## config.mk

```make
export PLATFORM = sky130hd
export DESIGN_NAME = board_batch_spi_master
export DESIGN_NICKNAME = d
export VERILOG_FILES = /design/src/rtl/board_batch_spi_master.sv
export SDC_FILE = /design/constraint.sdc
export NUM_CORES = 1
export LEC_CHECK = 0
export ABC_AREA = 1
export BUFFER_PORTS_ARGS = -buffer_cell sky130_fd_sc_hd__buf_2
export CORE_MARGIN = 5
export CORE_UTILIZATION = 45
export CTS_CLUSTER_DIAMETER = 30
export DETAILED_ROUTE_END_ITERATION = 12
export PLACE_DENSITY = 0.71
export SYNTH_ARGS = -nofsm -noshare
export SYNTH_HDL_FRONTEND = slang
export SYNTH_SLANG_ARGS = --single-unit
export TNS_END_PERCENT = 20
```

## constraint.sdc

```tcl
create_clock -name clk -period 2.5 [get_ports clk]
set_clock_uncertainty 0.2 [all_clocks]
set_input_delay 0.25 -clock clk [delete_from_list [all_inputs] [get_ports clk]]
set_output_delay 0.25 -clock clk [all_outputs]
set_load 0.05 [all_outputs]
```

## src/rtl/board_batch_spi_master.sv

```systemverilog
// board_batch_spi_master
//   SPI master (mode 0, active-high cs) that stands in for the host toward the
//   FPGA evaluator. It sends one batch frame {mode, batch_size, batch}, MSB
//   first. It then waits for the slave to compute and clocks back a 32-bit
//   signed evaluation.
// Ports
//   clk, reset       system clock, asynchronous active-low reset
//   start            1-cycle request, only looked at while idle
//   is_max_or_min    mode byte, latched on an accepted start
//   batch_size       number of valid boards, legal 1..MAX_BOARDS, latched on start
//   batch            88-bit board slots, slot i = batch[88*i +: 88], latched on start
//   busy             accepted start .. the DONE cycle
//   master_clk/cs/d_out/d_in   SPI link (sclk, chip select, MOSI, MISO)
//   evaluation       last received result, held between transfers
//   evaluation_valid 1-cycle pulse when evaluation updates
//   error            1-cycle pulse when a start carries an illegal batch_size
module board_batch_spi_master #(
    parameter int CLK_DIV    = 4,
    parameter int CS_SETUP   = 2,
    parameter int RESP_WAIT  = 512,
    parameter int MAX_BOARDS = 7
) (
    input  logic                      clk,
    input  logic                      reset,
    input  logic                      start,
    input  logic [7:0]                is_max_or_min,
    input  logic [7:0]                batch_size,
    input  logic [88*MAX_BOARDS-1:0]  batch,
    output logic                      busy,
    output logic                      master_clk,
    output logic                      cs,
    output logic                      d_out,
    input  logic                      d_in,
    output logic signed [31:0]        evaluation,
    output logic                      evaluation_valid,
    output logic                      error
);

    localparam int BATCH_W  = 88 * MAX_BOARDS;
    localparam int FRAME_W  = BATCH_W + 16;
    localparam int TXC_W    = $clog2(FRAME_W);
    localparam int WAIT_MAX = (RESP_WAIT > CS_SETUP) ? RESP_WAIT : CS_SETUP;
    localparam int CNT_W    = $clog2(WAIT_MAX + 1);
    localparam int DIV_W    = $clog2(CLK_DIV + 1);

    localparam logic [3:0] S_IDLE     = 4'd0;
    localparam logic [3:0] S_SETUP_TX = 4'd1;
    localparam logic [3:0] S_SHIFT_TX = 4'd2;
    localparam logic [3:0] S_HOLD_TX  = 4'd3;
    localparam logic [3:0] S_GAP      = 4'd4;
    localparam logic [3:0] S_SETUP_RX = 4'd5;
    localparam logic [3:0] S_SHIFT_RX = 4'd6;
    localparam logic [3:0] S_HOLD_RX  = 4'd7;
    localparam logic [3:0] S_DONE     = 4'd8;

    typedef struct packed {
        logic [7:0]         mode;
        logic [7:0]         size;
        logic [BATCH_W-1:0] boards;
    } frame_t;

    frame_t             req;
    logic [3:0]         state;
    logic [FRAME_W-1:0] tx_sr;
    logic [TXC_W-1:0]   tx_cnt;
    logic [5:0]         rx_cnt;
    logic [31:0]        rx_sr;
    logic [CNT_W-1:0]   cnt;
    logic [DIV_W-1:0]   div_cnt;
    logic               size_ok;
    logic               setup_done;
    logic               div_tick;

    always_comb begin
        req.mode   = is_max_or_min;
        req.size   = batch_size;
        req.boards = batch;
    end

    assign size_ok    = (batch_size != 8'd0) && (batch_size <= 8'(MAX_BOARDS));
    assign setup_done = (cnt == CNT_W'(CS_SETUP - 1));
    assign div_tick   = (div_cnt == DIV_W'(CLK_DIV - 1));

    always_ff @(posedge clk or negedge reset) begin
        if (!reset) begin
            state            <= S_IDLE;
            tx_sr            <= '0;
            tx_cnt           <= '0;
            rx_cnt           <= '0;
            rx_sr            <= '0;
            cnt              <= '0;
            div_cnt          <= '0;
            busy             <= 1'b0;
            master_clk       <= 1'b0;
            cs               <= 1'b0;
            d_out            <= 1'b0;
            evaluation       <= '0;
            evaluation_valid <= 1'b0;
            error            <= 1'b0;
        end else begin
            evaluation_valid <= 1'b0;
            error            <= 1'b0;
            case (state)
                S_IDLE: begin
                    if (start) begin
                        if (size_ok) begin
                            // The shift register is the latched copy of the request, so
                            // later input changes cannot reach the frame in flight.
                            tx_sr  <= req;
                            d_out  <= req.mode[7];
                            tx_cnt <= '0;
                            rx_cnt <= '0;
                            cnt    <= '0;
                            cs     <= 1'b1;
                            busy   <= 1'b1;
                            state  <= S_SETUP_TX;
                        end else begin
                            error <= 1'b1;
                        end
                    end
                end
                S_SETUP_TX, S_SETUP_RX: begin
                    if (setup_done) begin
                        cnt        <= '0;
                        div_cnt    <= '0;
                        master_clk <= 1'b1;
                        // First RX rise samples MISO on the same edge that raises sclk.
                        if (state == S_SETUP_RX) rx_sr <= {rx_sr[30:0], d_in};
                        state <= (state == S_SETUP_TX) ? S_SHIFT_TX : S_SHIFT_RX;
                    end else begin
                        cnt <= cnt + 1'b1;
                    end
                end
                S_SHIFT_TX: begin
                    if (div_tick) begin
                        div_cnt <= '0;
                        if (!master_clk) begin
                            master_clk <= 1'b1;
                        end else begin
                            master_clk <= 1'b0;
                            if (tx_cnt == TXC_W'(FRAME_W - 1)) begin
                                cnt   <= '0;
                                state <= S_HOLD_TX;
                            end else begin
                                // Next bit goes out on the fall, stable for the slave's rise.
                                tx_cnt <= tx_cnt + 1'b1;
                                tx_sr  <= {tx_sr[FRAME_W-2:0], 1'b0};
                                d_out  <= tx_sr[FRAME_W-2];
                            end
                        end
                    end else begin
                        div_cnt <= div_cnt + 1'b1;
                    end
                end
                S_HOLD_TX: begin
                    if (setup_done) begin
                        cnt   <= '0;
                        cs    <= 1'b0;
                        d_out <= 1'b0;
                        state <= S_GAP;
                    end else begin
                        cnt <= cnt + 1'b1;
                    end
                end
                S_GAP: begin
                    // Slave compute time; cs low and sclk idle throughout.
                    if (cnt == CNT_W'(RESP_WAIT - 1)) begin
                        cnt   <= '0;
                        cs    <= 1'b1;
                        state <= S_SETUP_RX;
                    end else begin
                        cnt <= cnt + 1'b1;
                    end
                end
                S_SHIFT_RX: begin
                    if (div_tick) begin
                        div_cnt <= '0;
                        if (!master_clk) begin
                            master_clk <= 1'b1;
                            rx_sr      <= {rx_sr[30:0], d_in};
                        end else begin
                            master_clk <= 1'b0;
                            if (rx_cnt == 6'd31) begin
                                cnt   <= '0;
                                state <= S_HOLD_RX;
                            end else begin
                                rx_cnt <= rx_cnt + 1'b1;
                            end
                        end
                    end else begin
                        div_cnt <= div_cnt + 1'b1;
                    end
                end
                S_HOLD_RX: begin
                    if (setup_done) begin
                        cnt              <= '0;
                        cs               <= 1'b0;
                        evaluation       <= rx_sr;
                        evaluation_valid <= 1'b1;
                        state            <= S_DONE;
                    end else begin
                        cnt <= cnt + 1'b1;
                    end
                end
                S_DONE: begin
                    busy  <= 1'b0;
                    state <= S_IDLE;
                end
                default: state <= S_IDLE;
            endcase
        end
    end

endmodule

```

Word-level counts from Yosys, hierarchy flattened
Index checks and enable logic that the tools add are counted.

storage, ports and cells
  register bits = 734
  input port bits = 636
  logic and storage cells = 146

operators by class
  $add $sub $neg = 4
  order comparisons = 1
  eq/ne operators = 31
  mux-type cells = 70
  reduce and logical (&&, ||, !) cells = 26

operators with widths
  operator               count
  $mux 631               5
  $pmux 631 s2           1
  $mux 10                13
  $mux 32                4
  $pmux 32 s2            1
  $pmux 10 s5            1
  $mux 4                 12
  $ne 2x2->1 const B     16
  $mux 6                 5
  $pmux 4 s7             1
  $add 10x1->10 const B  2
  $pmux 10 s2            1
  $mux 1                 17
  $eq 4x3->1 const B     4
  $pmux 6 s2             1
  $reduce_and 12->1      1
  $reduce_and 6->1       2
  $eq 10x1->1 const B    1
  $eq 10x10->1 const B   1
  $eq 10x9->1 const B    1
  $reduce_and 5->1       2
  $reduce_bool 2->1      5
  $mux 3                 3
  $reduce_and 9->1       1
  other kinds (22)       31

Longest topological paths before layout
  word-level depth = 5
  mapped depth = 12

Least setup slack after synthesis
OpenSTA, ideal clock, no wires.

  path type = reg-to-reg
  from = register master_clk
  to = register tx_sr[462]
  arrival = 1726 ps
  slack = 453 ps
  stages on the path, launching flop included = 9
  cells stage by stage = dfrtp_1 > inv_2 > o21ai_2 > nand3_4 > nor2_8 > buf_12 > buf_6 > buf_6 > o21ai_1

on the way
  longest elaborated chain between the ends = 2

ends and longest elaborated chain
  what                        RTL line  text
  start: declaration          30        output logic master_clk,
  start signal: assignment    94        master_clk <= 1'b0;
  start signal: assignment    126       master_clk <= 1'b1;
  start signal: assignment    138       master_clk <= 1'b1;
  $ne 2x2->1 (no line)        n/a
  $reduce_and 6->1 (no line)  n/a
  end signal: assignment      109       tx_sr <= req;
  end signal: assignment      147       tx_sr <= {tx_sr[FRAME_W-2:0], 1'b0};
  end: declaration            64        logic [FRAME_W-1:0] tx_sr;

Every way passes these cells.
A chain may end at the register's enable or synchronous reset.

Worst setup path in the final report
  from = register tx_cnt[1]
  to = register tx_sr[532]

on the way
  longest elaborated chain between the ends = 3

ends and longest elaborated chain
  what                        RTL line  text
  start: declaration          65        logic [TXC_W-1:0] tx_cnt;
  start signal: assignment    146       tx_cnt <= tx_cnt + 1'b1;
  $eq 10x10->1                141       if (tx_cnt == TXC_W'(FRAME_W - 1)) begin
  $ne 2x2->1 (no line)        n/a
  $reduce_and 6->1 (no line)  n/a

Every way passes these cells.

==> metrics.yaml <==
setup_path:
  reg2regPathDepth: 10
  cp_num_buf_inv: 2
  cp_data_arrival_time_ps: 2840
  slowest_stage: "dfrtp_1"
  critPathTopFamily: "simple AND/OR/NAND/NOR gates"
  crit_type: "reg -> reg"
  crit_path_max_fanout: 75
  max_stage_delay_ps: 400
  rr_startpoint: "tx_cnt[1]"
  cp-start-kind: "flip-flop"
  cp.required_ps: 2950
  crit_path_end_kind: "flip-flop"
  timing.rr.end: "tx_sr[532]"
  path_cells: "ha_1 -> nand2_1 -> nor2_1 -> nand4_2 -> nand3_4 -> nor2_8 -> buf_12 -> buf_12 -> nand2_1 -> o21ai_2"
  reg2reg_slack_ps: 110
clock_network:
  clk_latency_ps: 740
  clockBufferDepth: 3
  clock_sinks: 734
  htree_levels: 4
  tritoncts: "built"
  clk_pin_slew_worst_paths_ps: 50
  cts_root_buf: "clkbuf_16"
  cts_setup_buffers: 0
  cts_made_buffers: 170
cells_and_area:
  fillers: 6317
  utilization: 0.642
  seq_area_um2: 18400
  fin_nets: 6640
  multiInputGateArea_um2: 16700
  drive_gt1_frac: 0.369
  area_delta_synth_final_pct: 41.4
floorplanning:
  fp-row-count: 109
  ioPinCount: 674
  die_h_um: 309
  dieWidth_um: 309
  core-area_um2: 88500
  start_util: 0.454
  die_area_um2: 95400
job:
  max_cap_viol_count: 0
logic_synthesis:
  synth_area_um2: 40200
  synth_top_area_frac: 0.457
  syn-instance-count: 4671
  syn-num-nets: 5312
  yosysSeqAreaShare: 0.457
  avgSynthCellArea_um2: 8.61
  ys_seq_elements: 734
  synth_cell_types: 40
  yosysTopAreaCell: "dfrtp_1"
  yosys_warnings: 0
  synth_area_leaders: "dfrtp_1, o21ai_2, nand2_1"
power_and_ir_drop:
  powerDensity_nw_per_um2: 653
  power_mw: 37.1
  ir_drop_mv: 0.574
  p_leak_nw: 28.5
sta:
  max_freq_mhz: 418
  finalMaxSlewViolations: 0
  period_share: 0.956
  setup_viol: 0
  slew_headroom: 0.662
  whs_ps: 164
  fin_crit_ps: 2390
  totalNegativeSetupSlack_ps: 0
  fin_ws_ps: 109
  rsz0062_at_grt: "true"
  worst_pin_slew_ps: 507
  hold_viol: 0
place:
  gp_congestion: 0.844
  io_buffers: 673
  dpl.hpwl_um: 70400
  place_ws_ps: 105
grt:
  grt_pass1_wl_um: 209000
  grt_overflow: 0
  grt_pass1_vias: 40000
  antenna_found_initial: 19
  grt_max_degree: 125
  track_usage: 0.270
drt:
  routedWlPerCell_um: 17.8
  postRouteAntennaNets: 0
  drt-total-wl_um: 130000
  drtIter0Drc: 3424
  vias: 37656
  drt_first_pass_iters: 8
  vias_per_cell: 5.13
  drc: 0
worst_hold_path:
  hp-start: "d_in"
  hold_path_end: "rx_sr[0]"
  min_path_cells: 4
  min_path_type: "in -> reg"
outcome:
  outcome: "complete, no violations"
[Yosys cell counts]
master    count
xnor2_1       4
a21o_1        1
nor2_2        2
a21oi_1       4
o22ai_1       1
nand2_2     503
inv_2         6
nand4_2       1
nand2_8       1
nand3_1      30
dfrtp_1     734
o21ai_0     655
ha_1          5
o21ai_1      66
or2_2         4
clkbuf_1     88
a22o_1        1
buf_4         7
o211ai_1      3
nand2_1     937
xor2_1        8
nand3_4       1
and2_1        1
nand2_4       2
nor2_8        2
nor3_2        1
clkbuf_2      1
nor2_1       56
nor3b_1       1
buf_12       65
nor3_1        7
o21bai_1      2
clkinv_4      1
nor2_4        1
buf_6        28
buf_2       110
inv_1       694
o21a_1        3
nand4_1       8
o21ai_2     626
[per-stage QoR]
step           area [um2]  std cells
2_1_floorplan       40200       4671
3_3_place_gp        44300       6353
3_5_place_dp        44300       6353
4_1_cts             56700       7305
5_1_grt             56800       7318
6_report            56900       7335
[cell type report]
class                   instances  share of cell area
multi-input cells            2937               0.293
flip-flops and latches        734               0.323
well taps                    1165              0.0256
clock inverters                74              0.0166
inverters                     701              0.0465
clock buffers                 240              0.0887
repair buffers               1455               0.205
diodes                         29             0.00128
[report_power, final]
group	switching, mW	internal [mW]	total, mW
Combinational	1.16	1.27	2.43
Clock	7.17	15.6	22.8
Sequential	0.000369	11.9	11.9
[metal layers]
layer,share of wire,vias up,global-route usage
met5,0.00028,-,0
met4,0.073,6,0.186
met3,0.077,674,0.0765
met2,0.49,1883,0.442
met1,0.36,17676,0.308
li1,-,17417,-
[placed cells by master, fill, tap and decap left out, types with 11 or more instances in the layout]
cell type and count:
nand2_1 935, dfrtp_1 734, inv_1 694, buf_2 672, o21ai_0 654, dlygate4sd3_1 637
o21ai_2 624, nand2_2 503, clkbuf_16 175, buf_4 83, o21ai_1 67, nor2_1 56
buf_12 56, clkbuf_8 44, clkinv_2 32, nand3_1 30, diode_2 29, clkbuf_1 22
bufinv_16 16, clkinvlp_4 11
[how the worst max path moves through the flow]
| stage | startpoint | end | slack, ps | cells past startpoint |
|---|---|---|---|---|
| final | tx_cnt[1] | tx_sr[532] | 110 | 10 |
| after global routing | tx_cnt[1] | tx_sr[532] | -20 | 10 |
| after CTS | tx_cnt[1] | tx_sr[128] | 120 | 10 |
| after detailed placement | batch_size[4] | tx_sr[108] | 100 | 12 |
| after global placement | batch_size[4] | tx_sr[118] | 140 | 12 |
| after floorplan | master_clk | tx_sr[462] | 450 | 8 |
[worst register-to-register path, stage by stage (launching register included)]
cell	delay, ps
dfrtp_1	400
ha_1	200
nand2_1	100
nor2_1	70
nand4_2	100
nand3_4	170
nor2_8	190
buf_12	360
buf_12	310
nand2_1	130
o21ai_2	90
[what timing repair did]
item | 4_1_cts | 5_1_grt
endpoints found under the hold margin | 1378 | 0
endpoints found under the setup margin | 0 | 45
gates resized for setup | 0 | 9
hold buffers | 638 | 0
[registers in the layout (all words and copies together), names as in the netlist]
name              flops
tx_sr               631
evaluation           32
rx_sr                32
cnt                  10
tx_cnt               10
rx_cnt                6
state                 4
div_cnt               3
busy                  1
cs                    1
d_out                 1
error                 1
evaluation_valid      1
master_clk            1
[cells by family after synthesis]
group	count (synthesis)	share of synthesized area
XOR/XNOR	12	0.00261
buffers and inverters	1000	0.129
flip-flops	734	0.457
AO/OA/AOI/OAI	1362	0.229
AND/OR/NAND/NOR	1558	0.181
adder cells (fa/ha/maj)	5	0.00156
(Power assumes the default switching activity.)
